$ cat config.mk
export PLATFORM = sky130hd
export DESIGN_NAME = cic_interpolator
export DESIGN_NICKNAME = d
export VERILOG_FILES = /design/src/rtl/cic_pkg.sv /design/src/rtl/cic_int_stage.sv /design/src/rtl/cic_interpolator.sv
export SDC_FILE = /design/constraint.sdc
export NUM_CORES = 1
export LEC_CHECK = 0
export CORE_ASPECT_RATIO = 1.1
export CORE_MARGIN = 2
export CORE_UTILIZATION = 40
export CTS_CLUSTER_SIZE = 12
export DETAILED_ROUTE_END_ITERATION = 7
export PLACE_DENSITY_LB_ADDON = 0.05
export SETUP_SLACK_MARGIN = 0.1
export SYNTH_ARGS = -nofsm -noshare
export SYNTH_HDL_FRONTEND = slang
export SYNTH_SLANG_ARGS = --single-unit
$ cat constraint.sdc
create_clock -name i_clk -period 4.9 [get_ports i_clk]
set_clock_uncertainty 0.05 [all_clocks]
set_input_delay 0.735 -clock i_clk [delete_from_list [all_inputs] [get_ports i_clk]]
set_output_delay 0.735 -clock i_clk [all_outputs]
set_load 0.05 [all_outputs]
$ cat src/rtl/cic_pkg.sv
// Shared widths and helpers for the CIC interpolator.
package cic_pkg;

   // Reference configuration of the interpolator.
   localparam int I_WIDTH_DEFAULT     = 16;
   localparam int ORDER_DEFAULT       = 3;
   localparam int INTERP_BITS_DEFAULT = 4;
   localparam int R                   = 2 ** INTERP_BITS_DEFAULT;

   // Full-precision output width: gain of the chain is R^(N-1).
   function automatic int cic_int_width(input int i_width, input int order, input int interp_bits);
      return i_width + (order - 1) * interp_bits;
   endfunction

   // Ceiling log2 for small positive integers.
   function automatic int clog2(input int value);
      int result;
      result = 0;
      while ((1 << result) < value) begin
         result = result + 1;
      end
      return result;
   endfunction

   // Comb stage j needs one extra bit per differentiation to stay exact.
   function automatic int comb_width(input int i_width, input int j);
      return i_width + j;
   endfunction

endpackage

$ cat src/rtl/cic_int_stage.sv
// One integrator of the interpolator: wrapping accumulator, no saturation.
module cic_int_stage #(
   parameter int W = 24
) (
   input  logic                i_clk,
   input  logic                i_rst,
   input  logic                i_en,
   input  logic signed [W-1:0] i_x,
   output logic signed [W-1:0] o_acc
);

   logic signed [W-1:0] acc_reg;

   // Accumulate the previous stage's registered value on every enabled cycle.
   always_ff @(posedge i_clk or posedge i_rst) begin
      if (i_rst) begin
         acc_reg <= '0;
      end else if (i_en) begin
         acc_reg <= acc_reg + i_x;
      end
   end

   assign o_acc = acc_reg;

endmodule

$ cat src/rtl/cic_interpolator.sv
// CIC interpolator: sample-rate combs, zero stuffing, full-rate integrators.
module cic_interpolator
   import cic_pkg::*;
#(
   parameter int I_WIDTH     = 16,
   parameter int ORDER       = 3,
   parameter int INTERP_BITS = 4,
   parameter int O_WIDTH     = cic_int_width(I_WIDTH, ORDER, INTERP_BITS)
) (
   input  logic                      i_clk,
   input  logic                      i_rst,
   input  logic                      i_en,
   input  logic signed [I_WIDTH-1:0] i_data,
   output logic                      o_strobe,
   output logic                      o_clk,
   output logic signed [O_WIDTH-1:0] o_data
);

   // Widest comb stage; every comb value is carried sign-extended to this width.
   localparam int CMAX = comb_width(I_WIDTH, ORDER);

   logic [INTERP_BITS-1:0]    cnt_reg;
   logic                      o_clk_reg;
   logic                      strobe;
   logic signed [CMAX-1:0]    c [0:ORDER];
   logic signed [O_WIDTH-1:0] z_reg;
   logic signed [O_WIDTH-1:0] acc [0:ORDER];

   // A strobe marks phase 0 of each frame; it is suppressed while in reset.
   assign strobe   = i_en & (cnt_reg == '0) & ~i_rst;
   assign o_strobe = strobe;
   assign o_clk    = o_clk_reg;

   // Phase counter and low-rate clock; cnt < R/2 is exactly "top bit clear".
   always_ff @(posedge i_clk or posedge i_rst) begin
      if (i_rst) begin
         cnt_reg   <= '0;
         o_clk_reg <= 1'b0;
      end else if (i_en) begin
         cnt_reg   <= cnt_reg + 1'b1;
         o_clk_reg <= ~cnt_reg[INTERP_BITS-1];
      end
   end

   assign c[0] = CMAX'(i_data);

   generate
      for (genvar gi = 1; gi <= ORDER; gi++) begin : g_comb
         localparam int W = comb_width(I_WIDTH, gi);
         logic signed [W-1:0] prev;
         logic signed [W-1:0] d_reg;
         logic signed [W-1:0] diff;

         // Previous stage fits in W-1 bits, so its low W bits are its sign extension.
         assign prev = c[gi-1][W-1:0];
         assign diff = prev - d_reg;
         assign c[gi] = CMAX'(diff);

         // Comb delay (M = 1) advances only when a new low-rate sample is taken.
         always_ff @(posedge i_clk or posedge i_rst) begin
            if (i_rst) begin
               d_reg <= '0;
            end else if (strobe) begin
               d_reg <= prev;
            end
         end
      end
   endgenerate

   // Zero stuffing: comb output on the strobe cycle, zero on the other R-1.
   always_ff @(posedge i_clk or posedge i_rst) begin
      if (i_rst) begin
         z_reg <= '0;
      end else if (i_en) begin
         z_reg <= strobe ? O_WIDTH'(c[ORDER]) : '0;
      end
   end

   assign acc[0] = z_reg;

   generate
      for (genvar gi = 1; gi <= ORDER; gi++) begin : g_int
         cic_int_stage #(
            .W (O_WIDTH)
         ) u_int (
            .i_clk (i_clk),
            .i_rst (i_rst),
            .i_en  (i_en),
            .i_x   (acc[gi-1]),
            .o_acc (acc[gi])
         );
      end
   endgenerate

   assign o_data = acc[ORDER];

endmodule

==> metrics, run 1 <==
FF/Latch Area 0.00368 mm2; fmax roughly 210 MHz; final-report setup violation count 0; number of flops mapped to enable cells by yosys 0; fin nets between 1k and 1.5k; hold crit path type flop to flop; die width between 150 and 200 um; Worst-Margin Slew roughly 1.0 ns; Starting Density about 40%; Pre-Repair DR Iteration Count 4; post-DR wirelength/cell ~13 um; CTS buffer count 17; worst hold slack around 0.43 ns; fin crit share a little under 100%; total number of vias between 8k and 9k; antenna viol nets, final 0; CP Data Required Time slightly above 5 ns; Placement Rows 64; clk_lat worst skew ~0.43 ns; most frequent cells in the layout dfrtp_1 (147), buf_4 (120), ha_1 (112); max reg flops between 70 and 80; H-tree depth 4; Distinct cells, synth approximately 70; DRC viols 0; outcome finished clean; DP HPWL between 15,000 and 20,000 um; Final Non-Filler Cells between 1.5k and 2k; fin crit period between 4 and 5 ns; via/cell ratio between 5 and 6; routed wire length between 20,000 and 25,000 um; post-synthesis cell area between 0.01 and 0.015 mm2; post-synthesis async set-or-reset flop share between 90% and 100%; max_cap viols 0; gr ovfl total 0; initial antenna violation count 0; vias in the first global route about 8.8k; largest net degree at the start of global routing between 100 and 150; layout cells sized above 1 24.0%; die area slightly below 0.03 mm2; Layout Utilization 49.7%; Fillers 2,651; first-pass GRT wire length 39,800 um; die height approximately 180 um; Yosys reg bits 147; hold_buf cts 0; post-synthesis sequential area ratio between 30% and 40%; worst setup path category input port to flop; Syn Inst Count 1,191; YS warnings 0; prevailing post-synth register cell dfrtp_1; clk buf depth 2; relative slew slack 33.0%; Clock Pin Slew Worst Setup and Hold Paths approximately 0.060 ns; CTS tree done; CTS root buf clkbuf_16; gpl congestion roughly 0.85; Area Growth Syn to Fin 22.9%; DR iter-0 viols between 200 and 300; Global Route Usage Sum roughly 16%; RSZ-0062 raised after global routing yes; syn avg cell area 9.40 um2; placed insts between 1.5k and 2k; crit path capture type flop; core area between 0.02 and 0.03 mm2; syn nets between 1k and 1.5k; Worst setup SP type input port; Antenna Cells 0; Arrival @ worst endpoint 4.97 ns; area of the multi-input gates 0.00728 mm2; critical path peak fanout 5; Slew Viols, Final 0; PortBufs 44; clk sinks roughly 150; Ports 45; final hold vios 0; commonest non-fill, non-tap cell in the layout dfrtp_1
area by class of cell:
| class | instances | share of cell area, % |
|---|---|---|
| Sequential cell | 147 | 26.7 |
| Inverter | 89 | 2.48 |
| Timing Repair Buffer | 169 | 10.2 |
| Clock buffer | 19 | 3.29 |
| Tap cell | 363 | 3.30 |
| Clock inverter | 13 | 1.09 |
| Multi-Input combinational cell | 903 | 52.9 |
synthesized netlist by cell type, types with 6 or more instances:
master / number / share of area (%)
a22o_1: 12 / 0.94
nand4_1: 8 / 0.45
nor2b_1: 22 / 1.2
fa_1: 6 / 1.1
clkbuf_1: 25 / 0.84
xor2_1: 30 / 2.3
ha_1: 122 / 14
nor3_1: 21 / 0.94
nand2b_1: 11 / 0.61
o21bai_1: 15 / 1.0
nand2_1: 90 / 3.0
inv_1: 88 / 2.9
a31oi_1: 9 / 0.50
xnor2_1: 61 / 4.8
mux2_2: 76 / 7.6
o21ai_0: 69 / 3.1
nand3_1: 11 / 0.49
dfrtp_1: 147 / 33
a21oi_1: 79 / 3.5
o31a_1: 6 / 0.47
buf_4: 24 / 1.6
a211oi_1: 11 / 0.74
and3_1: 8 / 0.45
o21a_1: 24 / 1.6
o21ai_1: 9 / 0.40
a21o_1: 39 / 2.6
o31ai_1: 9 / 0.60
nor2_1: 68 / 2.3
stage by stage:
stage               area [um2]  setup TNS [ns]  setup slack [ns]
finish                   13800               0             0.180
global route             13800          -0.239            -0.154
CTS                      13500               0             0.100
detailed placement       12700           -6.45            -0.882
global placement         12700           -5.98            -0.813
floorplan                11200               0             0.116
final timing paths:
check / endpoint / cells after the start / slack, ns / start
min in group asynchronous: cnt_reg[1] / 2 / 0.91 / i_rst
worst max register to register: z_reg[17] / 23 / 0.22 / g_comb[1].d_reg[0]
max in group asynchronous: g_int[2].u_int.o_acc[2] / 3 / 3.00 / i_rst
worst min-delay path: g_int[3].u_int.o_acc[23] / 1 / 0.43 / g_int[3].u_int.o_acc[23]
worst min register to register: g_int[3].u_int.o_acc[23] / 1 / 0.43 / g_int[3].u_int.o_acc[23]
worst max-delay path: z_reg[17] / 25 / 0.18 / i_data[0]
per-layer routing:
layer  track usage (%)  up-vias  wire (um)
li1                  -     4537          -
met1              19.3     4031      10400
met2              30.2       68      11900
met3              2.47       12        399
met4              3.89        0        206
met5                 0        -          0
critical path, stage by stage:
cell and delay (ns):
buf_6 0.09, inv_4 0.05, ha_4 0.13, fa_2 0.21
nor2b_2 0.05, o21ai_2 0.13, a21oi_2 0.09, nor4_2 0.29
nor3_2 0.09, buf_4 0.15, a2111oi_4 0.40, nor2_1 0.10
xor2_1 0.18, ha_1 0.32, a21o_1 0.18, a21oi_1 0.13
nor2_1 0.07, a311oi_2 0.30, xnor2_1 0.19, ha_2 0.35
inv_2 0.08, o221ai_2 0.10, a221o_1 0.31, xnor2_1 0.17
o2bb2ai_1 0.09
repair_timing:
action	in CTS	in global routing
endpoints found under the setup margin	8	8
gates resized for setup	46	51
cloned	0	0
buffers inserted	9	5
pin swaps	46	50
cells by family after synthesis:
family          count (synthesis)  share of synthesized area (%)
compound gates                341                           20.8
xor+xnor                       91                           7.12
fa+ha+maj                     128                           14.7
buf+inv                       141                           5.53
flops                         147                           32.8
mux                            80                           8.00
simple gates                  263                           11.0
Power of run 1 is not shown: default switching activity piles up to over one toggle a cycle in this logic, so the estimate is an artifact.
==> run 2, diff against run 1 <==
DONT_BUFFER_PORTS = 1   (was unset)
PLACE_DENSITY_LB_ADDON = unset   (was 0.05)
==> run 2 against run 1 <==
Sequential cell count unchanged; maximum frequency increased by 0.70%; sequential share of layout area increased by 2.4 points; non-clock buffer count decreased by 103; first-iteration DRC count increased by 30%; routed wire length decreased by 6.9%; die area unchanged.
==> metrics, run 2 (synthesis gave the netlist of run 1 again) <==
fmax 213 MHz (was 212 MHz); antenna viol nets, final 0 (unchanged); Arrival @ worst endpoint 4.93 ns (was 4.97 ns); die width 164 um (unchanged); Antenna Cells 0 (unchanged); Pre-Repair DR Iteration Count 4 (unchanged); clk_lat worst skew 0.42 ns (was 0.43 ns); core area 0.0277 mm2 (unchanged); Clock Pin Slew Worst Setup and Hold Paths 0.07 ns (was 0.06 ns); largest net degree at the start of global routing 99 (was 107); H-tree depth 4 (unchanged); CP Data Required Time 5.15 ns (about the same); routed wire length 21,300 um (was 22,900 um); fin crit period 4.69 ns (was 4.72 ns); gr ovfl total 0 (unchanged); clk sinks 147 (unchanged); outcome finished clean (unchanged); Placement Rows 64 (unchanged); DR iter-0 viols 346 (was 267); fin crit share 95.7% (was 96.3%); total number of vias 8,283 (was 8,648); Worst-Margin Slew 0.889 ns (was 1.01 ns); max reg flops 72 (unchanged); Post-DP Area 0.0119 mm2 (was 0.0127 mm2); worst hold slack 0.324 ns (was 0.426 ns); DRC viols 0 (unchanged); die height 180 um (unchanged); worst setup path category flop to flop (was input port to flop); final-report setup violation count 0 (unchanged); post-route cell area 0.0126 mm2 (was 0.0138 mm2); via/cell ratio 5.18 (was 5.08); PnR worst setup slack 0.213 ns (was 0.180 ns); final hold vios 0 (unchanged); DP HPWL 15,700 um (was 16,700 um); hold_buf cts 0 (unchanged); die area 0.0294 mm2 (unchanged); gpl congestion 0.861 (was 0.850); Layout Utilization 45.6% (was 49.7%); CTS root buf clkbuf_16 (unchanged); Area Growth Syn to Fin 12.9% (was 22.9%); Slew Viols, Final 0 (unchanged); max_cap viols 0 (unchanged); post-DR wirelength/cell 13.3 um (was 13.5 um); critical path peak fanout 5 (unchanged); fin nets 1,371 (was 1,474); Worst setup SP type flop (was input port); layout cells sized above 1 18.4% (was 24.0%); vias in the first global route 8,227 (was 8,777); Starting Density 40.4% (unchanged); most frequent cells in the layout dfrtp_1 (147), ha_1 (120), nand2_1 (90) (was dfrtp_1 (147), buf_4 (120), ha_1 (112)); pre-CTS setup slack -0.316 ns (was -0.882 ns); relative slew slack 40.7% (was 33.0%); Ports 45 (unchanged); clk buf depth 2 (unchanged); initial antenna violation count 0 (unchanged); CTS buffer count 17 (unchanged); crit path capture type flop (unchanged); CTS tree done (unchanged); RSZ-0062 raised after global routing yes (unchanged); hold crit path type input port to asynchronous set/reset pin (was flop to flop); first-pass GRT wire length 37,400 um (was 39,800 um); PortBufs 0 (was 44); commonest non-fill, non-tap cell in the layout dfrtp_1 (unchanged); Global Route Usage Sum 15.1% (was 16.2%)
[run 2: changes by cell type in the layout (fill, tap and decap cells not counted), sizes merged]
cell           change
buf               -62
clkdlybuf4s50     -37
clkinvlp           -4
inv                +4
clkbuf             -3
dlymetal6s2s       -2
clkinv             +1
[run 2: cell type report]
class	count	area [um2]
inverter	89	339
fill	2692	15100
timing repair buffer	66	499
multi-input combinational	903	7080
sequential	147	3680
tap	363	454
clock inverter	14	165
clock buffer	18	429
[run 2: worst max-delay path: stages, from the launching register on]
cell       delay [ns]
dfrtp_1          0.38
inv_1            0.07
ha_1             0.26
nor2b_1          0.13
o21ai_1          0.17
a21boi_1         0.11
buf_4            0.14
o211ai_1         0.27
nand3b_1         0.14
xor2_1           0.21
ha_1             0.29
a21oi_1          0.30
o21bai_4         0.10
a21oi_2          0.12
o21ai_2          0.09
a311oi_2         0.37
xnor2_1          0.15
ha_1             0.38
inv_2            0.11
o221ai_2         0.09
a221o_1          0.32
xnor2_1          0.20
o2bb2ai_1        0.08
[run 2: path summary, 6_finish.rpt]
path	startpoint	endpoint	slack (ns)	cells past startpoint
min in group i_clk	i_data[2]	g_comb[1].d_reg[2]	0.37	2
setup / recovery	g_comb[1].d_reg[1]	z_reg[17]	0.21	22
setup reg to reg	g_comb[1].d_reg[1]	z_reg[17]	0.21	22
hold / removal	i_rst	cnt_reg[1]	0.32	1
max in group asynchronous	i_rst	g_comb[3].d_reg[2]	3.57	2
hold reg to reg	g_comb[3].d_reg[0]	g_comb[3].d_reg[0]	0.44	2
[run 2: metrics by stage]
step	TNS, ns	instances
2_1_floorplan	0	1191
3_3_place_gp	-1.10	1564
3_5_place_dp	-1.93	1564
4_1_cts	0	1596
5_1_grt	-0.0701	1600
6_report	0	1600
[run 2: what timing repair did]
item | 4_1_cts | 5_1_grt
buffers inserted | 0 | 4
endpoints found under the setup margin | 5 | 8
gates resized for setup | 4 | 38
pin swaps | 6 | 17
[run 2: routing by layer]
layer	track usage [%]	vias to the layer above	wire (um)
li1	-	4328	-
met3	3.23	16	533
met5	0	-	0
met4	3.16	0	208
met2	27.2	73	10600
met1	18.5	3866	10000
Power of run 2 is left out for the same reason.
==> run 3, diff against run 2 <==
CORE_MARGIN = 1.5   (was 2)
==> run 3 against run 2 <==
Setup slack lost 0.046 ns; hold slack lost 0.15 ns; first-iteration DRC count shrank 7.5%; register-to-register slack lost 0.05 ns; critical path depth grew 2; core utilization grew 0.45 points; sequential cell count is the same; maximum frequency shrank 0.96%; global-route usage grew 0.49 points; cell area grew 0.98%; sequential share of layout area shrank 0.28 points.
==> metrics, run 3 (synthesis gave the netlist of run 1 again) <==
Reg2Reg Depth 24 (was 22); die height 179 um (was 180 um); Crit Reg-Reg Endpoint z_reg[15] (was z_reg[17]); worst hold slack 0.175 ns (was 0.324 ns); hold_buf cts 0 (unchanged); layout cells sized above 1 19.3% (was 18.4%); via/cell ratio 5.23 (was 5.18); largest net degree at the start of global routing 79 (was 99); gr ovfl total 0 (unchanged); CP most frequent cell ha_1 (unchanged); Global Route Usage Sum 15.6% (was 15.1%); clk buf depth 2 (unchanged); routed wire length 21,500 um (was 21,300 um); worst setup path category flop to flop (unchanged); RSZ-0062 raised after global routing yes (unchanged); crit path capture type flop (unchanged); core area 0.0277 mm2 (unchanged); Crit-path slowest cell dfrtp_1 (unchanged); DRC viols 0 (unchanged); Worst R2R Start g_comb[1].d_reg[1] (unchanged); most frequent cells in the layout dfrtp_1 (147), ha_1 (120), nand2_1 (88) (was dfrtp_1 (147), ha_1 (120), nand2_1 (90)); outcome finished clean (unchanged); final-report setup violation count 0 (unchanged); fin nets 1,378 (was 1,371); Placement Rows 64 (unchanged); vias in the first global route 8,605 (was 8,227); DP HPWL 15,900 um (was 15,700 um); Starting Density 40.4% (unchanged); die area 0.0290 mm2 (was 0.0294 mm2); final hold vios 0 (unchanged); clk sinks 147 (unchanged); initial antenna violation count 0 (unchanged); die width 163 um (was 164 um); Worst-Margin Slew 0.756 ns (was 0.889 ns); highest cell delay on the worst timing path 0.38 ns (about the same); Fillers 2,710 (was 2,692); CTS root buf clkbuf_16 (unchanged); relative slew slack 49.5% (was 40.7%); commonest non-fill, non-tap cell in the layout dfrtp_1 (unchanged); fin crit share 96.6% (was 95.7%); CP cell instances inv_1 -> ha_1 -> nor2b_1 -> o21ai_0 -> a21boi_0 -> buf_4 -> o211ai_1 -> nand3b_1 -> xor2_1 -> ha_1 -> a21oi_1 -> o21bai_4 -> a21oi_2 -> o21ai_4 -> xor2_2 -> ha_1 -> buf_6 -> a21o_1 -> a21o_1 -> a21oi_1 -> o21ai_1 -> a21oi_2 -> xnor2_1 -> a22o_1 (was inv_1 -> ha_1 -> nor2b_1 -> o21ai_1 -> a21boi_1 -> buf_4 -> o211ai_1 -> nand3b_1 -> xor2_1 -> ha_1 -> a21oi_1 -> o21bai_4 -> a21oi_2 -> o21ai_2 -> a311oi_2 -> xnor2_1 -> ha_1 -> inv_2 -> o221ai_2 -> a221o_1 -> xnor2_1 -> o2bb2ai_1); total number of vias 8,405 (was 8,283); Clock Pin Slew Worst Setup and Hold Paths 0.07 ns (about the same); H-tree depth 4 (unchanged); hold crit path type input port to asynchronous set/reset pin (unchanged); Slew Viols, Final 0 (unchanged); post-DR wirelength/cell 13.4 um (was 13.3 um); PortBufs 0 (unchanged); DR iter-0 viols 320 (was 346); Ports 45 (unchanged); Pre-Repair DR Iteration Count 4 (unchanged); Worst setup SP type flop (unchanged); R2R setup slack 0.17 ns (was 0.21 ns); Area Growth Syn to Fin 14.0% (was 12.9%); CTS tree done (unchanged); critical path peak fanout 3 (was 5); max reg flops 72 (unchanged); fin crit period 4.73 ns (was 4.69 ns); clk_lat worst skew 0.42 ns (about the same); Antenna Cells 0 (unchanged); Arrival @ worst endpoint 4.99 ns (was 4.93 ns); gpl congestion 0.880 (was 0.861); max_cap viols 0 (unchanged); fmax 211 MHz (was 213 MHz); first-pass GRT wire length 38,000 um (was 37,400 um); CP Data Required Time 5.16 ns (was 5.15 ns); antenna viol nets, final 0 (unchanged); CTS buffer count 17 (unchanged)
==> run 3: layout make-up <==
| class | count | area (um2) | area share, % |
|---|---|---|---|
| flip-flops and latches | 147 | 3680 | 28.8 |
| clock inverters | 12 | 180 | 1.41 |
| inverters | 89 | 339 | 2.66 |
| repair buffers | 73 | 556 | 4.35 |
| well taps | 363 | 454 | 3.56 |
| multi-input cells | 903 | 7120 | 55.7 |
| clock buffers | 19 | 443 | 3.47 |
==> run 3: worst max-delay path: cells and delay by family, from the launching register on <==
kind | cells | cell delay [ns]
flops | 1 | 0.38
simple gates | 2 | 0.25
xor+xnor | 3 | 0.46
compound gates | 13 | 2.23
buf+inv | 3 | 0.36
fa+ha+maj | 3 | 0.88
==> run 3: worst max path at each step <==
| stage | slack (ns) | from | cells after the start | end |
|---|---|---|---|---|
| after floorplan | 0.12 | i_data[0] | 25 | z_reg[16] |
| after global placement | -0.28 | i_data[0] | 25 | z_reg[22] |
| after detailed placement | -0.34 | i_data[0] | 24 | z_reg[17] |
| after CTS | 0.1 | g_comb[1].d_reg[0] | 26 | z_reg[14] |
| after global routing | -0.12 | g_comb[1].d_reg[0] | 25 | z_reg[17] |
| final | 0.17 | g_comb[1].d_reg[1] | 24 | z_reg[15] |
==> run 3: layer usage <==
metal  GRT usage (%)  vias to the layer above  routed length, um
li1                -                     4327                  -
met2            29.5                       96              10800
met1            17.8                     3959               9910
met4            4.55                        0                276
met5               0                        -                  0
met3            2.88                       23                547
==> run 3: through the flow <==
step / area, um2 / setup slack (ns) / setup TNS (ns) / utilization [%] / cells
after detailed placement: 11800 / -0.339 / -1.97 / 42.8 / 1562
after global placement: 11800 / -0.281 / -1.44 / 42.8 / 1562
after global routing: 12800 / -0.119 / -0.523 / 46.1 / 1606
final: 12800 / 0.167 / 0 / 46.1 / 1606
after floorplan: 11200 / 0.116 / 0 / - / 1191
after CTS: 12600 / 0.0953 / 0 / 45.4 / 1600
==> run 3: repair_timing <==
item,4_1_cts,5_1_grt
setup buffers,7,7
endpoints found under the hold margin,0,0
setup endpoints to repair,3,8
pin swaps,25,19
gates resized for setup,13,34
Power of run 3 is left out for the same reason.
